`config.mk`:
```
export PLATFORM = sky130hd
export DESIGN_NAME = speicher_arbiter
export DESIGN_NICKNAME = d
export VERILOG_FILES = /design/src/rtl/speicher_pkg.sv /design/src/rtl/speicher_rr_waehler.sv /design/src/rtl/speicher_arbiter.sv
export SDC_FILE = /design/constraint.sdc
export NUM_CORES = 1
export LEC_CHECK = 0
export ABC_AREA = 1
export CAP_MARGIN = 20
export CORE_MARGIN = 3
export CORE_UTILIZATION = 35
export CTS_CLUSTER_DIAMETER = 100
export DETAILED_ROUTE_END_ITERATION = 8
export DONT_BUFFER_PORTS = 1
export HOLD_SLACK_MARGIN = 0.03
export PLACE_DENSITY_LB_ADDON = 0.05
export SLEW_MARGIN = 15
export SYNTH_ARGS = -nofsm -noshare
export SYNTH_HDL_FRONTEND = slang
export SYNTH_SLANG_ARGS = --single-unit
```
`constraint.sdc`:
```
create_clock -name Clock -period 4.1 [get_ports Clock]
set_input_delay 0.41 -clock Clock [delete_from_list [all_inputs] [get_ports Clock]]
set_output_delay 0.41 -clock Clock [all_outputs]
set_load 0.05 [all_outputs]
```
`src/rtl/speicher_pkg.sv`:
```
// rtl/speicher_pkg.sv - shared state encoding, port IDs and fill word for the memory arbiter
package speicher_pkg;

  typedef enum logic [1:0] {
    RUHE   = 2'd0,
    INSTR  = 2'd1,
    DATEN  = 2'd2,
    FERTIG = 2'd3
  } zustand_t;

  localparam logic PORT_INSTR = 1'b0;
  localparam logic PORT_DATEN = 1'b1;

  localparam logic [31:0] TIMEOUT_FUELLWORT = 32'hDEADBEEF;

endpackage

```
`src/rtl/speicher_rr_waehler.sv`:
```
// rtl/speicher_rr_waehler.sv - combinational two-way round-robin picker
module speicher_rr_waehler
  import speicher_pkg::*;
(
  input  logic anfrage_instr_i,
  input  logic anfrage_daten_i,
  input  logic letzter_i,
  output logic gewaehrt_o,
  output logic port_o
);

  always_comb begin
    gewaehrt_o = anfrage_instr_i | anfrage_daten_i;
    port_o     = PORT_INSTR;
    if (anfrage_instr_i && anfrage_daten_i) begin
      // On contention the port that was not served last wins.
      port_o = (letzter_i == PORT_INSTR) ? PORT_DATEN : PORT_INSTR;
    end else if (anfrage_daten_i) begin
      port_o = PORT_DATEN;
    end
  end

endmodule

```
`src/rtl/speicher_arbiter.sv`:
```
// rtl/speicher_arbiter.sv - shares one single-ported memory between fetch and load/store ports
// Optional watchdog with sticky Fehler flag: define SPEICHER_TIMEOUT_EN.
module speicher_arbiter
  import speicher_pkg::*;
#(
  parameter int ADRESS_BREITE  = 32,
  parameter int DATEN_BREITE   = 32,
  parameter int TIMEOUT_ZYKLEN = 255
) (
  input  logic                     Clock,
  input  logic                     Reset,
  input  logic                     LeseInstruktion,
  input  logic [ADRESS_BREITE-1:0] InstruktionAdresse,
  output logic [DATEN_BREITE-1:0]  Instruktion,
  output logic                     InstruktionGeladen,
  input  logic                     LeseDaten,
  input  logic                     SchreibeDaten,
  input  logic [ADRESS_BREITE-1:0] DatenAdresse,
  input  logic [DATEN_BREITE-1:0]  DatenRaus,
  output logic [DATEN_BREITE-1:0]  DatenRein,
  output logic                     DatenGeladen,
  output logic                     DatenGespeichert,
  output logic                     SpeicherAnfrage,
  output logic                     SpeicherSchreiben,
  output logic [ADRESS_BREITE-1:0] SpeicherAdresse,
  output logic [DATEN_BREITE-1:0]  SpeicherDatenRaus,
  input  logic [DATEN_BREITE-1:0]  SpeicherDatenRein,
  input  logic                     SpeicherBereit,
  output logic                     Fehler
);

  zustand_t                 zustand_q, zustand_d;
  logic                     letzter_q, letzter_d;
  logic                     port_q, port_d;
  logic                     schreib_q, schreib_d;
  logic [ADRESS_BREITE-1:0] adresse_q, adresse_d;
  logic [DATEN_BREITE-1:0]  wdaten_q, wdaten_d;
  logic [DATEN_BREITE-1:0]  instr_q, instr_d;
  logic [DATEN_BREITE-1:0]  rdaten_q, rdaten_d;

  logic gewaehrt;
  logic gewaehrt_port;

`ifdef SPEICHER_TIMEOUT_EN
  logic [15:0] zaehler_q, zaehler_d;
  logic        fehler_q, fehler_d;
`endif

  speicher_rr_waehler u_waehler (
    .anfrage_instr_i (LeseInstruktion),
    .anfrage_daten_i (LeseDaten | SchreibeDaten),
    .letzter_i       (letzter_q),
    .gewaehrt_o      (gewaehrt),
    .port_o          (gewaehrt_port)
  );

  always_comb begin
    zustand_d = zustand_q;
    letzter_d = letzter_q;
    port_d    = port_q;
    schreib_d = schreib_q;
    adresse_d = adresse_q;
    wdaten_d  = wdaten_q;
    instr_d   = instr_q;
    rdaten_d  = rdaten_q;
`ifdef SPEICHER_TIMEOUT_EN
    zaehler_d = zaehler_q;
    fehler_d  = fehler_q;
`endif

    unique case (zustand_q)
      RUHE: begin
        if (gewaehrt) begin
          port_d = gewaehrt_port;
`ifdef SPEICHER_TIMEOUT_EN
          zaehler_d = '0;
`endif
          if (gewaehrt_port == PORT_INSTR) begin
            adresse_d = InstruktionAdresse;
            schreib_d = 1'b0;
            zustand_d = INSTR;
          end else begin
            // A simultaneous read and write request is served as a write.
            adresse_d = DatenAdresse;
            schreib_d = SchreibeDaten;
            wdaten_d  = DatenRaus;
            zustand_d = DATEN;
          end
        end
      end

      INSTR, DATEN: begin
        if (SpeicherBereit) begin
          if (!schreib_q) begin
            if (port_q == PORT_INSTR) instr_d  = SpeicherDatenRein;
            else                      rdaten_d = SpeicherDatenRein;
          end
          letzter_d = port_q;
          zustand_d = FERTIG;
        end
`ifdef SPEICHER_TIMEOUT_EN
        else if (zaehler_q == 16'(TIMEOUT_ZYKLEN - 1)) begin
          if (!schreib_q) begin
            if (port_q == PORT_INSTR) instr_d  = DATEN_BREITE'(TIMEOUT_FUELLWORT);
            else                      rdaten_d = DATEN_BREITE'(TIMEOUT_FUELLWORT);
          end
          fehler_d  = 1'b1;
          letzter_d = port_q;
          zustand_d = FERTIG;
        end else begin
          zaehler_d = zaehler_q + 16'd1;
        end
`endif
      end

      FERTIG: zustand_d = RUHE;

      default: zustand_d = RUHE;
    endcase
  end

  always_ff @(posedge Clock or negedge Reset) begin
    if (!Reset) begin
      zustand_q <= RUHE;
      letzter_q <= PORT_INSTR;
      port_q    <= PORT_INSTR;
      schreib_q <= 1'b0;
      adresse_q <= '0;
      wdaten_q  <= '0;
      instr_q   <= '0;
      rdaten_q  <= '0;
    end else begin
      zustand_q <= zustand_d;
      letzter_q <= letzter_d;
      port_q    <= port_d;
      schreib_q <= schreib_d;
      adresse_q <= adresse_d;
      wdaten_q  <= wdaten_d;
      instr_q   <= instr_d;
      rdaten_q  <= rdaten_d;
    end
  end

`ifdef SPEICHER_TIMEOUT_EN
  always_ff @(posedge Clock or negedge Reset) begin
    if (!Reset) begin
      zaehler_q <= '0;
      fehler_q  <= 1'b0;
    end else begin
      zaehler_q <= zaehler_d;
      fehler_q  <= fehler_d;
    end
  end
  assign Fehler = fehler_q;
`else
  assign Fehler = 1'b0;
`endif

  assign SpeicherAnfrage    = (zustand_q == INSTR) || (zustand_q == DATEN);
  assign SpeicherSchreiben  = schreib_q;
  assign SpeicherAdresse    = adresse_q;
  assign SpeicherDatenRaus  = wdaten_q;
  assign Instruktion        = instr_q;
  assign DatenRein          = rdaten_q;
  assign InstruktionGeladen = (zustand_q == FERTIG) && (port_q == PORT_INSTR);
  assign DatenGeladen       = (zustand_q == FERTIG) && (port_q == PORT_DATEN) && !schreib_q;
  assign DatenGespeichert   = (zustand_q == FERTIG) && (port_q == PORT_DATEN) && schreib_q;

endmodule

```
**Word level (Yosys, flattened, before mapping)**

Index checks and enable logic that the tools add are counted.

- Eq/ne operators: 5
- Muxes and demuxes: 9
- Bitwise operators: 4
- Reduce and logical (&&, ||, !) cells: 15

Operators with widths:

| cell | number |
|---|---|
| $mux 32 | 1 |
| $reduce_and 4->1 | 2 |
| $mux 2 | 3 |
| $pmux 2 s3 | 1 |
| $reduce_and 2->1 | 3 |
| $logic_and 1x1->1 | 5 |
| $eq 2x2->1 const B | 2 |
| $mux 1 | 4 |
| $ne 2x2->1 const B | 2 |
| $reduce_and 3->1 | 1 |
| $eq 2x1->1 const B | 1 |
| $logic_not 2->1 | 1 |
| $not 1->1 | 2 |
| $or 1x1->1 | 2 |
| $reduce_or 2->1 | 1 |
| $logic_not 1->1 | 1 |
| $logic_or 1x1->1 | 1 |

- Flip-flop bits (word level): 133
- Bits of input ports: 134
- Output and inout bits: 134

**Longest topological paths before layout**

Gate-level depths: netlist (run 1).

- Depth in word-level cells: 6
- Gate-level depth with buffers: 8

**Cells and area by module**

From an unflattened synthesis (run 1), not the netlist that was laid out.

- Cell total of the unflattened synthesis: 704
- Area total of the unflattened synthesis: 5745.5 um^2

Modules (own cells, without submodules):

| module | times used | cells an instance | area each (um^2) |
|---|---|---|---|
| speicher_arbiter | 1 | 701 | 5730.5 |
| speicher_rr_waehler | 1 | 3 | 15.0 |

**Worst setup path before layout (run 1)**

Ideal clock, no wire load.

- Path type: register to output
- Start point: register schreib_q, in the netlist SpeicherSchreiben
- End point: output DatenGeladen
- Data arrival time: 1.751 ns
- Data required time: 3.690 ns
- Path slack: 1.939 ns
- Stages on the path, launching flop included: 2
- Path through: dfrtp_1 -> nor3_1

- Cells in the longest elaborated chain, start to end: 2

Ends and longest elaborated chain:

| element | line | RTL |
|---|---|---|
| start: declaration | speicher_arbiter.sv:35 | `logic schreib_q, schreib_d;` |
| start signal: assignment | speicher_arbiter.sv:136 | `schreib_q <= schreib_d;` |
| $logic_not 1->1 | speicher_arbiter.sv:166 | `assign DatenGeladen = (zustand_q == FERTIG) && (port_q == PORT_DATEN) && !schreib_q;` |
| $logic_and 1x1->1 | speicher_arbiter.sv:166 |  |
| end: declaration | speicher_arbiter.sv:21 | `output logic DatenGeladen,` |

No other way between the ends.

**Worst setup path in the final report (run 1)**

- Start point: register zustand_q[0]
- End point: register adresse_q[30], in the netlist SpeicherAdresse[30]

- Cells in the longest elaborated chain, start to end: 2

Ends and longest elaborated chain:

| element | line | RTL |
|---|---|---|
| start: declaration | speicher_arbiter.sv:32 | `zustand_t zustand_q, zustand_d;` |
| start signal: assignment | speicher_arbiter.sv:133 | `zustand_q <= zustand_d;` |
| $logic_not 2->1 | speicher_arbiter.sv:71 | `unique case (zustand_q)` |
| $reduce_and 2->1 (no line) | -- |  |
| end signal: assignment | speicher_arbiter.sv:137 | `adresse_q <= adresse_d;` |
| end: declaration | speicher_arbiter.sv:36 | `logic [ADRESS_BREITE-1:0] adresse_q, adresse_d;` |

No other way between the ends.
A chain may end at the register's enable or synchronous reset.

==> reports/qor.csv, run 1 <==
metric;value;unit
status;finished, final reports clean;
tns;0;ns
cap_violations;0;
finalNonFillerCells;884;
synth_top_area_frac;0.581;
finalHoldViolations;0;
cts_root_buf;clkbuf_16;
slew-limit-headroom;0.322;
synth_nets;805;
r2r_cells;6;
cts.sinks;133;
dieArea;17900;µm²
row_count;46;
yosysWarnings;0;
synth_cells;668;
htree_num_levels;4;
synth_edf_count;0;
yosysTopAreaCell;dfrtp_1;
io-pin-count;268;
cts_tree;yes;
track_usage;0.167;
hold_class;primary input to flop;
start_util;0.359;
syn_avg_cell_area;8.57;µm²
rsz0062_at_grt;false;
fmax;430;MHz
crit_slowest_cell;a21boi_4;
dpl.hpwl;10200;µm
core;15900;µm²
crit_type;flop to flop;
die_w;134;µm
final-setup-viol-count;0;
port_buffers;0;
die_h;134;µm
synth_seq_cells;133;
final.fill_count;1615;
r2r_slack;1.78;ns
synth_common_cells;nand2_1, dfrtp_1, inv_1;
critPathTopFamily;compound AO/OA/AOI/OAI gates;
grt_pass1_wl;23500;µm
critical_path.max_stage_delay;0.79;ns
crit_fanout;35;
crit_path_start;zustand_q[0];
clk_latency;0.41;ns
path_common_cell;nand2_1;
path_cells;inv_1, ha_1, a21boi_4, inv_2, nand2_1, nand2_1;
synth_flop_cell;dfrtp_1;
dp_slack;1.73;ns
crit_required;4.39;ns
yosys.cell_types.count;20;
dp_cells;853;
synthArstFlopShare;1.00;
endpoint;SpeicherAdresse[30];
grt.overflow.total;0;
grt_max_degree;134;
cts_buffers;17;
path_clk_slew;0.06;ns
syn_to_final_growth;13.7;%
synth_seq_area_share;0.581;
synth.most_common_cell;nand2_1;
antenna_found_initial;0;
vias_per_cell;4.73;
r2r_start;zustand_q[0];
ctsLongestPathBuffers;2;
period_share;0.567;
drt-total-wl;15100;µm
worst_setup_path_end_kind;flop;
regArea;3330;µm²
rr_endpoint;SpeicherAdresse[30];
critPathLaunchType;flop;
drt-initial-drc-count;264;
worst-path-stages;6;
worst_pin_slew;1.01;ns
routabilityCongestion;0.781;
fin_crit;2.32;ns
grt_pass1_vias;4256;
crit_buf_inv;2;
slew_viol_final;0;
multi_input_area;1940;µm²
worst_slack;1.78;ns
synth_area_leaders;dfrtp_1, nand2_1, nand3_1;
cp.arrival;2.62;ns
drtPass1Iterations;7;
diodes;0;
post-route-drc-count;0;
vias;4185;
nets;795;
drive_gt1_frac;0.0674;
avgRoutedWirePerCell;17.1;µm
finClkSkew;0.00879;ns
drtAntennaViolNets;0;
syn-cell-area;5730;µm²
-- sequential cells by signal, indices dropped and copies added, names as in the netlist --
| signal | count |
|---|---|
| zustand_q | 2 |
| SpeicherSchreiben | 1 |
| SpeicherAdresse | 32 |
| letzter_q | 1 |
| SpeicherDatenRaus | 32 |
| Instruktion | 32 |
| DatenRein | 32 |
| port_q | 1 |
-- timing repair --
action / CTS / global route
hold endpoints to repair: 133 / 0
setup buffers: 0 / 0
setup endpoints to repair: 0 / 0
hold buffers: 2 / 0
gates resized for setup: 0 / 0
-- layout make-up --
cell class                 instances  area share
sequential                       133       0.511
multi-input combinational        421       0.298
clock inverter                     7      0.0152
inverter                          76      0.0438
clock buffer                      22      0.0728
tap                              216      0.0415
timing repair buffer               9      0.0177
-- routing by layer --
layer	track usage	part of all wire	vias up
met5	0	0	-
met4	0.0640	0.022	0
met3	0.0866	0.10	24
met2	0.255	0.47	177
met1	0.202	0.41	1920
li1	-	-	2064
-- worst register-to-register path, delay by kind of cell (launching register included) --
family                     cells  cell delay, ns
DFF                            1            0.39
and+or+nand+nor                2            0.26
buffers and inverters          2            0.60
AOI/OAI and AO/OA              1            0.79
adders and majority gates      1            0.17
-- cell usage in the layout, fill, tap and decap left out, types with 3 or more instances in the layout --
cell	count
clkbuf_16	17
inv_1	74
clkbuf_8	3
ha_1	3
o21ai_0	66
clkinvlp_4	4
buf_4	5
nand3_1	67
nand2_1	241
nand3b_1	32
dfrtp_1	133
-- logic make-up after synthesis --
logic type               share of synthesized area
AND/OR/NAND/NOR                              0.268
flip-flops                                   0.581
buffers and inverters                       0.0813
AO/OA/AOI/OAI                               0.0625
adder cells (fa/ha/maj)                    0.00655
other                                     0.000655
-- how the worst min path moves through the flow --
stage                   from               endpoint  slack [ns]  cells past startpoint
6_report       DatenRaus[10]  SpeicherDatenRaus[10]        0.14                      2
4_1_cts        DatenRaus[18]  SpeicherDatenRaus[18]        0.12                      2
2_1_floorplan          Reset           DatenRein[0]        0.11                      0
3_5_place_dp           Reset    SpeicherAdresse[15]        0.12                      0
5_1_grt         DatenRaus[4]   SpeicherDatenRaus[4]        0.12                      2
3_3_place_gp           Reset    SpeicherAdresse[15]        0.12                      0
-- stage by stage --
| step | hold WS, ns | cell area, µm² | utilization |
|---|---|---|---|
| after floorplan | 0.114 | 5730 | - |
| after global placement | 0.117 | 5860 | 0.368 |
| after detailed placement | 0.119 | 5900 | 0.370 |
| after CTS | 0.116 | 6510 | 0.408 |
| after global routing | 0.121 | 6510 | 0.409 |
| final | 0.139 | 6510 | 0.409 |
Power of run 1 is not shown: default switching activity piles up to over one toggle a cycle in this logic, so the estimate is an artifact.
==> inputs of run 2 (changes only) <==
==> constraint.sdc (replaced) <==
create_clock -name Clock -period 2.3 [get_ports Clock]
set_input_delay 0.23 -clock Clock [delete_from_list [all_inputs] [get_ports Clock]]
set_output_delay 0.23 -clock Clock [all_outputs]
set_load 0.05 [all_outputs]
==> reports/qor.csv, run 2 (synthesis results as in run 1) <==
metric;value;unit;change
rsz0062_at_grt;false;;
cts_tree;yes;;
port_buffers;0;;unchanged
routabilityCongestion;0.791;;+1.3%
drtAntennaViolNets;0;;unchanged
cap_violations;0;;unchanged
final_cell_mix;nand2_1, dfrtp_1, dlygate4sd3_1, inv_1, nand3_1;;
crit_required;2.07;ns;-2.32 ns
fin_crit;1.72;ns;
grt_max_degree;134;;unchanged
hold_ws;-0.491;ns;-0.630 ns
htree_num_levels;4;;unchanged
hold_class;primary input to async pin;;
core;15900;µm²;unchanged
dp_cells;858;;+0.59%
mostFrequentLayoutCell;nand2_1;;
grt_pass1_vias;4805;;+13%
die_w;134;µm;unchanged
tns;0;ns;unchanged
die_h;134;µm;unchanged
path_cells;ha_1, and3_1;;
multi_input_area;1940;µm²;-0.13%
cts_buffers;17;;unchanged
track_usage;0.179;;+0.0119
finalNonFillerCells;965;;+9.2%
syn_to_final_growth;27.9;%;
critical_path.max_stage_delay;0.51;ns;-0.28 ns
critPathLaunchType;flop;;
grt.overflow.total;0;;unchanged
crit_fanout;3;;-91%
cts.sinks;133;;unchanged
crit_type;flop to output pin;;
finalHoldViolations;133;;+133
violations;hold timing;;
status;complete, but fails checks;;
crit_slowest_cell;and3_1;;
drive_gt1_frac;0.0668;;-0.000520
cp.arrival;1.49;ns;-1.13 ns
worst_pin_slew;0.644;ns;-0.369 ns
avgRoutedWirePerCell;16.7;µm;-2.3%
path_clk_slew;0.06;ns;about the same
clk_latency;0.41;ns;about the same
drtPass1Iterations;7;;unchanged
drt-total-wl;16100;µm;+6.6%
io-pin-count;268;;unchanged
worst_setup_path_end_kind;output pin;;
vias;4651;;+11%
dpl.hpwl;10400;µm;+1.9%
fmax;581;MHz;
row_count;46;;unchanged
final.fill_count;1565;;-3.1%
regArea;3330;µm²;unchanged
slew-limit-headroom;0.569;;+0.247
slew_viol_final;0;;unchanged
drt-initial-drc-count;253;;-4.2%
nets;873;;+9.8%
cts-resized-gates;0;;unchanged
ctsHoldBuffers;75;;+73
vias_per_cell;4.82;;+1.8%
period_share;0.749;;
ctsLongestPathBuffers;2;;unchanged
post-route-drc-count;0;;unchanged
cts_root_buf;clkbuf_16;;
dieArea;17900;µm²;unchanged
final-setup-viol-count;0;;unchanged
antenna_found_initial;0;;unchanged
grt_pass1_wl;25500;µm;+8.5%
post_cts_buffers;0;;unchanged
finClkSkew;0.00606;ns;-0.00273 ns
start_util;0.359;;unchanged
==> run 2: stage by stage <==
step / utilization / instance area [µm²] / setup WS [ns]
2_1_floorplan: - / 5730 / 0.319
6_report: 0.459 / 7320 / 0.577
3_5_place_dp: 0.373 / 5950 / 0.702
4_1_cts: 0.459 / 7320 / 0.543
5_1_grt: 0.459 / 7320 / 0.496
3_3_place_gp: 0.373 / 5950 / 0.720
==> run 2: area by class of cell <==
type | count | share of cell area
Antenna cell | 1 | 0.000342
Tap cell | 216 | 0.0369
Clock buffer | 24 | 0.0685
Timing Repair Buffer | 87 | 0.120
Inverter | 76 | 0.0389
Sequential cell | 133 | 0.454
Multi-Input combinational cell | 421 | 0.265
Clock inverter | 7 | 0.0162
==> run 2: routing by layer <==
layer,up-vias,GRT usage,part of all wire
met5,-,0,0
met4,0,0.0589,0.019
met3,22,0.0878,0.10
met2,196,0.301,0.49
met1,2215,0.200,0.39
li1,2218,-,-
==> run 2: final timing paths <==
check	cells past startpoint	to	from	slack, ns
max in group asynchronous	0	Instruktion[2]	Reset	2.58
worst max-delay path	2	DatenGespeichert	zustand_q[1]	0.58
worst min-delay path	0	SpeicherAdresse[15]	Reset	-0.49
worst min register to register	2	letzter_q	letzter_q	0.49
min in group Clock	4	SpeicherAdresse[29]	InstruktionAdresse[29]	0.05
worst max register to register	6	SpeicherAdresse[0]	zustand_q[0]	0.68
==> run 2: worst max-delay path: cells and delay by family (launching register included) <==
family        cells  cell delay [ns]
fa+ha+maj         1             0.19
flops             1             0.38
simple gates      1             0.51
Power of run 2 is left out for the same reason.
==> inputs of run 3 (changes only) <==
--- a/config.mk
+++ b/config.mk
@@ -5,7 +5,7 @@
 export SDC_FILE = /design/constraint.sdc
 export NUM_CORES = 1
 export LEC_CHECK = 0
-export ABC_AREA = 1
+export ABC_AREA = 0
 export CAP_MARGIN = 20
 export CORE_MARGIN = 3
 export CORE_UTILIZATION = 35
==> constraint.sdc (replaced) <==
create_clock -name Clock -period 1.4 [get_ports Clock]
set_input_delay 0.14 -clock Clock [delete_from_list [all_inputs] [get_ports Clock]]
set_output_delay 0.14 -clock Clock [all_outputs]
set_load 0.05 [all_outputs]
==> reports/qor.csv, run 3 <==
metric;value;unit;change
track_usage;0.169;;-0.00993
die_w;131;µm;-2.5%
grt_max_degree;134;;unchanged
core;14900;µm²;-6.8%
violations;hold timing, setup timing;;
dieArea;17000;µm²;-5.0%
synth-simple-area-share;0.0415;;-0.227
vias_per_cell;4.77;;-0.94%
final_cell_area;8940;µm²;+22%
status;complete, but fails checks;;
finClkSkew;0.00876;ns;+0.00270 ns
synth_common_cells;dfrtp_1, mux2_2, nand2_1;;
die_h;131;µm;-2.5%
synth_area_leaders;dfrtp_1, mux2_2, mux2i_1;;
drt-met1-wl;5870;µm;-6.9%
crit_slowest_cell;dfrtp_1;;
start_util;0.365;;+0.00604
synth_seq_area_share;0.613;;+0.0319
placed_cell_area;6560;µm²;+10%
synth_flop_cell;dfrtp_1;;
drtAntennaViolNets;0;;unchanged
syn_avg_cell_area;14.4;µm²;+68%
worst_setup_path_end_kind;flop;;
critPathLaunchType;flop;;
crit_buf_inv;3;;+3
fin_util;0.601;;+0.142
final-setup-viol-count;70;;+70
drive_gt1_frac;0.430;;+0.363
synth_edf_count;0;;unchanged
synth_compound_area_frac;0.0382;;-0.0242
powerDensity;3080;nW/µm²;
r2r_slack;-0.27;ns;-0.95 ns
synth_cells;377;;-44%
grt_pass1_wl;22200;µm;-13%
final_cell_mix;dfrtp_1, dlygate4sd3_1, buf_4, mux2_2, nand2_1;;
dpl.hpwl;9260;µm;-11%
synth_nets;514;;-36%
synthAdderAreaFrac;0.00691;;+0.000359
critPathTopFamily;buffers and inverters;;
ctsLongestPathBuffers;2;;unchanged
path_clk_slew;0.06;ns;about the same
synthArstFlopShare;1.00;;unchanged
drt-initial-drc-count;73;;-71%
synth_seq_cells;133;;unchanged
power.leakage;4.16;nW;
crit_required;1.69;ns;-0.38 ns
post-route-drc-count;0;;unchanged
cp.arrival;1.96;ns;+0.47 ns
routabilityCongestion;0.745;;-5.8%
antenna_found_initial;0;;unchanged
final.fill_count;1164;;-26%
grt_pass1_vias;4294;;-11%
highest_layer;met4;;
crit_type;flop to flop;;
hold_ws;-0.577;ns;-0.0857 ns
slew-limit-headroom;0.658;;+0.0886
peakVddDrop;0.00147;V;
fin_crit;1.67;ns;
synth_top_family_by_area;multiplexers;;
dr_wl_met3;1110;µm;-32%
diodes;0;;-1
nets;778;;-11%
synth_xor_area_frac;0;;unchanged
r2r_cells;7;;+1
path_cells;inv_2, ha_4, nand2_4, nor3_4, buf_6, clkbuf_16, mux2_4;;
worst-path-stages;7;;+5
avgRoutedWirePerCell;18.3;µm;+9.5%
r2r_start;zustand_q[1];;
cap_violations;0;;unchanged
wl_met2;7980;µm;+1.0%
drt-total-wl;15300;µm;-4.9%
muxShareOfSynthArea;0.267;;+0.267
worst_slack;-0.273;ns;-0.850 ns
worst_pin_slew;0.513;ns;-0.131 ns
vias;4001;;-14%
critical_path.max_stage_delay;0.36;ns;-0.15 ns
syn-cell-area;5430;µm²;-5.2%
synth.most_common_cell;dfrtp_1;;
rr_endpoint;Instruktion[5];;
io-pin-count;268;;unchanged
cts_root_buf;clkbuf_16;;
period_share;1.19;;
rsz0062_at_grt;true;;
synth_top_area_frac;0.613;;+0.0319
syn_to_final_growth;64.6;%;
port_buffers;0;;unchanged
cts.sinks;133;;unchanged
yosysTopAreaCell;dfrtp_1;;
yosys.cell_types.count;27;;+35%
grt.overflow.total;0;;unchanged
dp_cells;665;;-22%
fmax;598;MHz;
yosysWarnings;0;;unchanged
row_count;44;;-4.3%
cts_tree;yes;;
finalHoldViolations;133;;unchanged
hold_class;primary input to async pin;;
drtPass1Iterations;4;;-3
cts_buffers;17;;unchanged
htree_num_levels;4;;unchanged
crit_fanout;6;;+3
clk_latency;0.41;ns;about the same
slew_viol_final;0;;unchanged
finalNonFillerCells;838;;-13%
==> run 3: final cells by class <==
cell class / instances / area, µm² / share of cell area
well taps: 184 / 230 / 0.0258
multi-input cells: 222 / 2130 / 0.238
clock inverters: 12 / 223 / 0.0249
clock buffers: 20 / 457 / 0.0511
flip-flops and latches: 133 / 3330 / 0.373
inverters: 2 / 7.51 / 0.000840
repair buffers: 265 / 2560 / 0.287
==> run 3: worst max path at each step <==
stage / from / to / slack, ns
after floorplan: zustand_q[0] / Instruktion[10] / -0.39
after global placement: zustand_q[1] / Instruktion[25] / -0.24
after detailed placement: zustand_q[0] / Instruktion[6] / -0.26
after CTS: zustand_q[0] / Instruktion[6] / -0.27
after global routing: zustand_q[1] / Instruktion[5] / -0.35
final: zustand_q[1] / Instruktion[5] / -0.27
==> run 3: worst reg2reg max path: stages, from the launching register on <==
cell and delay (ns):
dfrtp_1 0.36, inv_2 0.06, ha_4 0.28, nand2_4 0.05, nor3_4 0.20, buf_6 0.16
clkbuf_16 0.16, mux2_4 0.30
==> run 3: cells by family after synthesis <==
logic type | Yosys count
adders and majority gates | 3
muxes | 132
and+or+nand+nor | 49
DFF | 133
buffers and inverters | 22
AOI/OAI and AO/OA | 37
other | 1
==> run 3: metrics by stage <==
stage / setup slack, ns / hold slack, ns / setup TNS [ns] / total power (W)
after floorplan: -0.391 / -0.156 / -17.31 / 0.0172
after CTS: -0.266 / -0.598 / -15.10 / 0.0268
after global placement: -0.239 / -0.152 / -13.74 / 0.0209
after detailed placement: -0.262 / -0.152 / -14.60 / 0.0211
after global routing: -0.353 / -0.597 / -20.95 / 0.0287
final: -0.273 / -0.577 / -15.66 / 0.0275
==> run 3: per-layer routing <==
metal,track usage,up-vias
met1,0.185,1951
met3,0.0573,28
met4,0.0835,0
met5,0,-
li1,-,1856
met2,0.294,166
==> run 3: repair_timing <==
item | CTS | global route
buffers inserted | 2 | 3
setup endpoints to repair | 71 | 71
gates resized for setup | 14 | 41
hold buffers | 129 | 1
pin swaps | 0 | 4
hold endpoints to repair | 262 | 135
cloned | 0 | 7
==> run 3: where the power goes <==
part | internal, W | switching [W]
Clock | 0.00344 | 0.00164
Sequential | 0.00580 | 0.00241
Combinational | 0.00566 | 0.00854
Total | 0.0149 | 0.0126
No activity file was read; power rests on OpenSTA's default activity.
